### src/rtl/reorder_buffer_pkg.sv
// Shared constants for the ROB and the units that consume its tags
// (reservation stations, load/store unit).
package reorder_buffer_pkg;

  localparam int ROB_WIDTH  = 4;
  localparam int ROB_SIZE   = 15;
  localparam int DATA_WIDTH = 32;

  // Tag 0 is reserved to mean "operand has no producer in flight".
  localparam logic [ROB_WIDTH-1:0] ZERO_ROB = '0;

  localparam logic TRUE  = 1'b1;
  localparam logic FALSE = 1'b0;

endpackage

### src/rtl/reorder_buffer.sv
// Reorder buffer: circular queue of in-flight results indexed by tag
// 1..ROB_SIZE. Captures ALU and load/store CDB broadcasts, forwards
// operands to lookup ports, and retires one ready head entry per cycle.
module reorder_buffer
  import reorder_buffer_pkg::DATA_WIDTH, reorder_buffer_pkg::TRUE, reorder_buffer_pkg::FALSE;
#(
  parameter int ROB_SIZE  = reorder_buffer_pkg::ROB_SIZE,
  parameter int ROB_WIDTH = reorder_buffer_pkg::ROB_WIDTH
) (
  input  logic                  clk,
  input  logic                  rst,
  input  logic                  ena,
  input  logic                  clear,
  input  logic                  alloc_ena,
  input  logic [4:0]            alloc_rd,
  output logic [ROB_WIDTH-1:0]  alloc_tag,
  output logic                  has_capacity,
  input  logic [ROB_WIDTH-1:0]  alu_cdb_tag,
  input  logic [DATA_WIDTH-1:0] alu_cdb_data,
  input  logic                  alu_cdb_isload,
  input  logic [ROB_WIDTH-1:0]  ls_cdb_tag,
  input  logic [DATA_WIDTH-1:0] ls_cdb_data,
  input  logic [ROB_WIDTH-1:0]  q1_tag,
  input  logic [ROB_WIDTH-1:0]  q2_tag,
  output logic                  q1_ready,
  output logic                  q2_ready,
  output logic [DATA_WIDTH-1:0] q1_data,
  output logic [DATA_WIDTH-1:0] q2_data,
  output logic                  commit_ena,
  output logic [4:0]            commit_rd,
  output logic [DATA_WIDTH-1:0] commit_data,
  output logic [ROB_WIDTH-1:0]  commit_tag
);

  localparam int CW = $clog2(ROB_SIZE + 1);
  localparam logic [ROB_WIDTH-1:0] TAG_ONE = ROB_WIDTH'(1);
  localparam logic [ROB_WIDTH-1:0] TAG_MAX = ROB_WIDTH'(ROB_SIZE);

  // Entry 0 exists only so tags index directly; it is never allocated.
  logic [ROB_SIZE:0]                 busy_q, busy_d, rdy_q, rdy_d;
  logic [ROB_SIZE:0][4:0]            rd_q, rd_d;
  logic [ROB_SIZE:0][DATA_WIDTH-1:0] val_q, val_d;
  logic [ROB_WIDTH-1:0]              head_q, head_d, tail_q, tail_d;
  logic [CW-1:0]                     cnt_q, cnt_d;
  logic                              cm_ena_q, cm_ena_d;
  logic [4:0]                        cm_rd_q, cm_rd_d;
  logic [DATA_WIDTH-1:0]             cm_data_q, cm_data_d;
  logic [ROB_WIDTH-1:0]              cm_tag_q, cm_tag_d;

  logic alu_hit, ls_hit, commit_fire, alloc_fire;

  // Pointers wrap ROB_SIZE -> 1 and never hold 0.
  function automatic logic [ROB_WIDTH-1:0] next_ptr(input logic [ROB_WIDTH-1:0] p);
    return (p == TAG_MAX) ? TAG_ONE : p + TAG_ONE;
  endfunction

  // Stored value first, then same-cycle ls broadcast, then ALU broadcast.
  function automatic logic [DATA_WIDTH:0] lookup(input logic [ROB_WIDTH-1:0] t);
    logic [DATA_WIDTH:0] r;
    r = '0;
    if (t == '0)                                  r = {TRUE, {DATA_WIDTH{1'b0}}};
    else if (t <= TAG_MAX && rdy_q[t])            r = {TRUE, val_q[t]};
    else if (ls_cdb_tag == t)                     r = {TRUE, ls_cdb_data};
    else if (alu_cdb_tag == t && !alu_cdb_isload) r = {TRUE, alu_cdb_data};
    return r;
  endfunction

  assign alloc_tag    = tail_q;
  assign has_capacity = (cnt_q < CW'(ROB_SIZE));
  assign commit_ena   = cm_ena_q;
  assign commit_rd    = cm_rd_q;
  assign commit_data  = cm_data_q;
  assign commit_tag   = cm_tag_q;

  // Readiness uses pre-edge state, so a same-cycle CDB write never commits.
  assign alu_hit     = (alu_cdb_tag != '0) && (alu_cdb_tag <= TAG_MAX) && !alu_cdb_isload && busy_q[alu_cdb_tag];
  assign ls_hit      = (ls_cdb_tag != '0) && (ls_cdb_tag <= TAG_MAX) && busy_q[ls_cdb_tag];
  assign commit_fire = ena && !clear && busy_q[head_q] && rdy_q[head_q];
  assign alloc_fire  = ena && alloc_ena && has_capacity && !clear;

  // Operand lookup ports.
  always_comb begin
    {q1_ready, q1_data} = lookup(q1_tag);
    {q2_ready, q2_data} = lookup(q2_tag);
  end

  // Next-state: flush, CDB capture (ls last so it wins), commit, allocate.
  always_comb begin
    busy_d    = busy_q;
    rdy_d     = rdy_q;
    rd_d      = rd_q;
    val_d     = val_q;
    head_d    = head_q;
    tail_d    = tail_q;
    cnt_d     = cnt_q;
    cm_ena_d  = cm_ena_q;
    cm_rd_d   = cm_rd_q;
    cm_data_d = cm_data_q;
    cm_tag_d  = cm_tag_q;
    if (ena) begin
      if (clear) begin
        busy_d   = '0;
        rdy_d    = '0;
        head_d   = TAG_ONE;
        tail_d   = TAG_ONE;
        cnt_d    = '0;
        cm_ena_d = FALSE;
      end else begin
        cm_ena_d = FALSE;
        if (alu_hit) begin
          rdy_d[alu_cdb_tag] = TRUE;
          val_d[alu_cdb_tag] = alu_cdb_data;
        end
        if (ls_hit) begin
          rdy_d[ls_cdb_tag] = TRUE;
          val_d[ls_cdb_tag] = ls_cdb_data;
        end
        if (commit_fire) begin
          cm_ena_d       = TRUE;
          cm_rd_d        = rd_q[head_q];
          cm_data_d      = val_q[head_q];
          cm_tag_d       = head_q;
          busy_d[head_q] = FALSE;
          rdy_d[head_q]  = FALSE;
          head_d         = next_ptr(head_q);
        end
        if (alloc_fire) begin
          busy_d[tail_q] = TRUE;
          rdy_d[tail_q]  = FALSE;
          rd_d[tail_q]   = alloc_rd;
          tail_d         = next_ptr(tail_q);
        end
        case ({alloc_fire, commit_fire})
          2'b10:   cnt_d = cnt_q + CW'(1);
          2'b01:   cnt_d = cnt_q - CW'(1);
          default: cnt_d = cnt_q;
        endcase
      end
    end
  end

  // State registers; reset wins over everything.
  always_ff @(posedge clk) begin
    if (rst) begin
      busy_q    <= '0;
      rdy_q     <= '0;
      rd_q      <= '0;
      val_q     <= '0;
      head_q    <= TAG_ONE;
      tail_q    <= TAG_ONE;
      cnt_q     <= '0;
      cm_ena_q  <= FALSE;
      cm_rd_q   <= '0;
      cm_data_q <= '0;
      cm_tag_q  <= '0;
    end else begin
      busy_q    <= busy_d;
      rdy_q     <= rdy_d;
      rd_q      <= rd_d;
      val_q     <= val_d;
      head_q    <= head_d;
      tail_q    <= tail_d;
      cnt_q     <= cnt_d;
      cm_ena_q  <= cm_ena_d;
      cm_rd_q   <= cm_rd_d;
      cm_data_q <= cm_data_d;
      cm_tag_q  <= cm_tag_d;
    end
  end

endmodule

### config.mk
export PLATFORM = sky130hd
export DESIGN_NAME = reorder_buffer
export DESIGN_NICKNAME = d
export VERILOG_FILES = /design/src/rtl/reorder_buffer_pkg.sv /design/src/rtl/reorder_buffer.sv
export SDC_FILE = /design/constraint.sdc
export NUM_CORES = 2
export LEC_CHECK = 0
export CAP_MARGIN = 20
export CORE_ASPECT_RATIO = 1.4
export CORE_MARGIN = 1
export CORE_UTILIZATION = 40
export CTS_BUF_LIST = sky130_fd_sc_hd__clkbuf_16
export CTS_CLUSTER_SIZE = 30
export DETAILED_ROUTE_END_ITERATION = 10
export GPL_TIMING_DRIVEN = 0
export PLACE_DENSITY_LB_ADDON = 0.2
export SLEW_MARGIN = 20
export SYNTH_ARGS = -nofsm -noshare
export SYNTH_HDL_FRONTEND = slang
export SYNTH_SLANG_ARGS = --single-unit
### constraint.sdc
create_clock -name clk -period 8.3 [get_ports clk]
set_input_delay 1.66 -clock clk [delete_from_list [all_inputs] [get_ports clk]]
set_output_delay 1.66 -clock clk [all_outputs]
set_load 0.01 [all_outputs]
# == Word level (Yosys, flattened, before mapping) ==
# Cells that the tools add are included.
# totals
register_bits,678
latch_bits,0
ram_bits,0
rom_bits,0
in_bits,91
output_inout_bits,113
elab_cells,186
memories,0
# op_classes
addsub,4
n_mul,0
n_div,0
n_lt_le_gt_ge,15
n_eq_ne,8
shifts,0
muxes,75
n_bitwise,9
n_reduce_logical,34
# op_table
op,count
two-way mux 512 bit,4
bitwise mux 512 bit,2
binary-select mux 32 bit (select 4 bit),3
two-way mux 33 bit,8
demux 32 bit (select 4 bit),2
two-way mux 16 bit,16
two-way mux 32 bit,5
bitwise mux 80 bit,1
AND 16 bit,3
bitwise OR 16 bit,3
inverter 16 bit,2
"< comparator 4 x 5 -> 1 bit, second input constant",6
two-way mux 4 bit,7
binary-select mux 1 bit (select 4 bit),6
binary-select mux 5 bit (select 4 bit),1
demux 5 bit (select 4 bit),1
logical AND 1 bit,19
demux 1 bit (select 4 bit),4
== test 4 bit,4
"greater-or-equal comparator 4 x 1 -> 1 bit, second input constant",4
"less-or-equal comparator 4 bit, second input constant",4
"adder 4 x 1 -> 4 bit, second input constant",3
two-way mux 1 bit,12
two-way mux 5 bit,2
other kinds (14),23

# == Depth between registers and ports, before layout ==
# depth
word_depth,19
depth_mapped,12
mapped_depth_nobuf,10

# == Worst setup path after synthesis ==
# Ideal clock, no wire load.
# synth_path
kind,input-to-output
startpoint,in q1_tag[0]
endpoint,out q1_data[2]
arrival_time_ns,3.565
required_ns,6.640
path_slack_ns,3.075
cell_stages,9
n_path_buf,4
cell_sequence,buf_2 > buf_2 > buf_2 > xnor2_1 > nand4_1 > nor2_1 > clkbuf_1 > a22oi_1 > a211oi_1
# synth_via
elab_chain_cells,6
word_cells_on_any_way,14
cone_classes,order compare: 1; eq/ne: 2; mux: 8; reduce/logical: 3
# synth_rtl
element,line,text
"start, declared",reorder_buffer.sv:23,"input logic [ROB_WIDTH-1:0] q1_tag,"
"parallel branches: the longest is 5 deep, another holds two-way mux 33 bit",-,
two-way mux 33 bit (*),reorder_buffer.sv:61,"if (t == '0) r = {TRUE, {DATA_WIDTH{1'b0}}};"
"end, declared",reorder_buffer.sv:27,"output logic [DATA_WIDTH-1:0] q1_data,"
# Every way passes the cells marked *. The select of a mux whose other input is x is not followed.

# == Worst setup path in the final report ==
# layout_path
startpoint,in q1_tag[0]
endpoint,out q1_data[10]
# Same word-level chain as after synthesis.

==> impl_metrics.tcl <==
set metrics [dict create \
    grt_antenna_before_repair 26 \
    ys_seq_elements 678 \
    grt_pass1_vias 42900 \
    ys_async_sr_fraction_pct 0 \
    core_area_mm2 0.104 \
    grt.total_usage_pct 48.9 \
    skew_ns 0.0256 \
    num-nets-final 4628 \
    r2r_cells 8 \
    synthCells 4275 \
    p_leak_nw 16.6 \
    cts.htree.levels 3 \
    synth_flop_cell "dfxtp_1" \
    avgSynthCellArea_um2 9.88 \
    slew_violations 10 \
    syn-cell-area_mm2 0.0423 \
    fin_crit_sh_pct 101 \
    slowest_delay_ns 0.97 \
    r2r_slack_ns 4.41 \
    period_needed_ns 8.34 \
    path_delay_family "buffers and inverters" \
    status "finished, violations left" \
    hold_depth 2 \
    cts_inserted_buffers 79 \
    via_count 46500 \
    synth-seq-area-share_pct 32.1 \
    drc_errors 0 \
    placementRows 140 \
    synthTopCellsByArea "dfxtp_1, mux4_2, o22ai_1, a21oi_1, a22oi_1" \
    die_w_um 277 \
    required_ns 6.64 \
    hold_viol_final 0 \
    crit_path_cell_trace "buf_2 -> buf_2 -> buf_2 -> xnor2_1 -> nand4_1 -> nor2_1 -> clkbuf_1 -> a22oi_1 -> a211oi_1 -> clkdlybuf4s50_1" \
    dp_worst_setup_slack_ns 0.0909 \
    fin_ws_ns -0.0443 \
    initial_core_util_pct 40.5 \
    grt_max_degree 14 \
    holdCritStartpoint "commit_data[18]$_SDFFE_PP0P_" \
    total_power_w 0.00782 \
    gp_congestion 1.06 \
    wire_per_inst_um 45.2 \
    clockBufferDepth 3 \
    p_per_area_mw_per_mm2 162 \
    rr_startpoint "head_q[1]$_SDFFE_PP0P_" \
    path_buf_inv 5 \
    synth_largest_area_cell "dfxtp_1" \
    yosysUniqueCellTypes 77 \
    path_clk_slew_ns 0.06 \
    firstDrtPassIters 9 \
    synth_common_cells "dfxtp_1, mux4_2, a21oi_1" \
    post-place-cells 5793 \
    relSlewSlack_pct -0.00631 \
    setup.worst_path.class "in -> out" \
    path_common_cell "buf_2" \
    die_area_mm2 0.107 \
    ys_warn_count 0 \
    crit_fanout 10 \
    ant_nets 0 \
    io_buffers 157 \
    synth.most_common_cell "dfxtp_1" \
    hpwl_um 185000 \
    setup_violations 2 \
    arrival_ns 6.68 \
    reg2reg_to "commit_data[19]$_SDFFE_PP0P_" \
    crit_slowest_cell "clkbuf_1" \
    layout-drive-gt1-share_pct 19.1 \
    max_freq_mhz 120 \
    tns_ns -0.0462 \
    io_pins 204 \
    grt_setup_unrepaired "no" \
    cts-root-buf "clkbuf_16" \
    cts_tree "yes" \
    syn_nets 4376 \
    cts_sinks 678 \
    worst_setup_path_end_kind "output pin" \
    stdcell_count 5957 \
    fp.dieH_um 387 \
    postCtsSetupBuffers 0 \
    utilization_pct 46.3 \
    wl_um 269000 \
    grt_pass1_wl_um 358000 \
    vias_per_cell 7.81 \
    syn_to_final_growth_pct 14.5 \
    worstHoldPathType "reg -> reg" \
    synth_edf_count 0 \
    maxCapViolCount 1 \
    yosys.area.top_type_share_pct 32.1 \
    cp-start-kind "input port" \
    hold_path_end "commit_data[18]$_SDFFE_PP0P_" \
    ir_worst_vdd_uv 173 \
    clk_latency_ns 0.72 \
    dr.first_iter.drc_count 8781 \
    overflow 0 \
    worstMarginPinSlew_ns 1.50 \
    violations "max-capacitance violations, max-slew violations, negative setup slack" \
]
layout by cell type (no fill, tap or decap), types with 84 or more instances in the layout:
| cell | count |
|---|---|
| a211oi_1 | 167 |
| a21oi_1 | 395 |
| a22oi_1 | 251 |
| buf_2 | 118 |
| clkbuf_1 | 324 |
| clkbuf_16 | 84 |
| clkdlybuf4s50_1 | 157 |
| dfxtp_1 | 678 |
| mux4_2 | 523 |
| nand2_1 | 359 |
| nor2_1 | 384 |
| o21ai_0 | 103 |
| o22ai_1 | 318 |
worst max path at each step:
stage / startpoint / to / cells after the start
CTS: q2_tag[0] / q2_data[31] / 10
finish: q1_tag[0] / q1_data[10] / 10
global placement: q2_tag[1] / q2_data[10] / 9
global route: q1_tag[0] / q1_data[10] / 10
floorplan: q1_tag[0] / q1_data[2] / 9
detailed placement: q2_tag[0] / q2_data[31] / 10
routing by layer:
metal | track usage [%] | up-vias | wire [um]
met5 | 2.52 | - | 423
li1 | - | 17200 | -
met1 | 55.0 | 22700 | 88000
met2 | 68.8 | 4930 | 109000
met4 | 42.8 | 33 | 29800
met3 | 23.0 | 1635 | 41900
what timing repair did:
item | in CTS | in global routing
gates resized for setup | 0 | 4
hold buffers | 0 | 0
setup endpoints to repair | 0 | 2
kinds of logic (layout without fill, tap and decap cells):
group | Yosys count | in the layout | synth area share, %
multiplexers | 555 | 555 | 28.6
XOR/XNOR | 19 | 19 | 0.394
adder cells (fa/ha/maj) | 10 | 10 | 0.296
buffers and inverters | 589 | 903 | 5.98
other | 0 | 19 | 0
AO/OA/AOI/OAI | 1456 | 1456 | 22.8
AND/OR/NAND/NOR | 968 | 968 | 9.81
flip-flops | 678 | 678 | 32.1
cell type report:
cell class,count,area [um2]
clock inverter,59,369
antenna,19,47.5
tap,1349,1690
fill,10200,56000
timing repair buffer,171,1790
multi-input combinational,3008,26200
clock buffer,84,2100
buffer,568,2530
sequential,678,13600
inverter,21,78.8
stage by stage:
stage	hold WS [ns]	instance area, um2
after detailed placement	0.444	45800
after floorplan	0.433	42300
after global placement	0.440	45500
final	0.452	48400
after global routing	0.468	48300
after CTS	0.452	48300
tightest hold or removal path: stages (launching register included):
cell and delay, ns:
dfxtp_1 0.31, nand2_1 0.05, a21oi_1 0.05
power by group:
part	switching [W]	internal, W	total [W]
clock network	0.00163	0.00194	0.00357
logic	0.000740	0.000237	0.000977
registers	0.00000665	0.00326	0.00326
total	0.00238	0.00544	0.00782
state kept, by name (all words and copies together), names as in the netlist:
name,flops
busy_q,16
commit_tag,4
head_q,4
rd_q,80
commit_ena,1
commit_rd,5
commit_data,32
alloc_tag,4
cnt_q,4
rdy_q,16
val_q,512
Power figures use the tool's default switching activity.
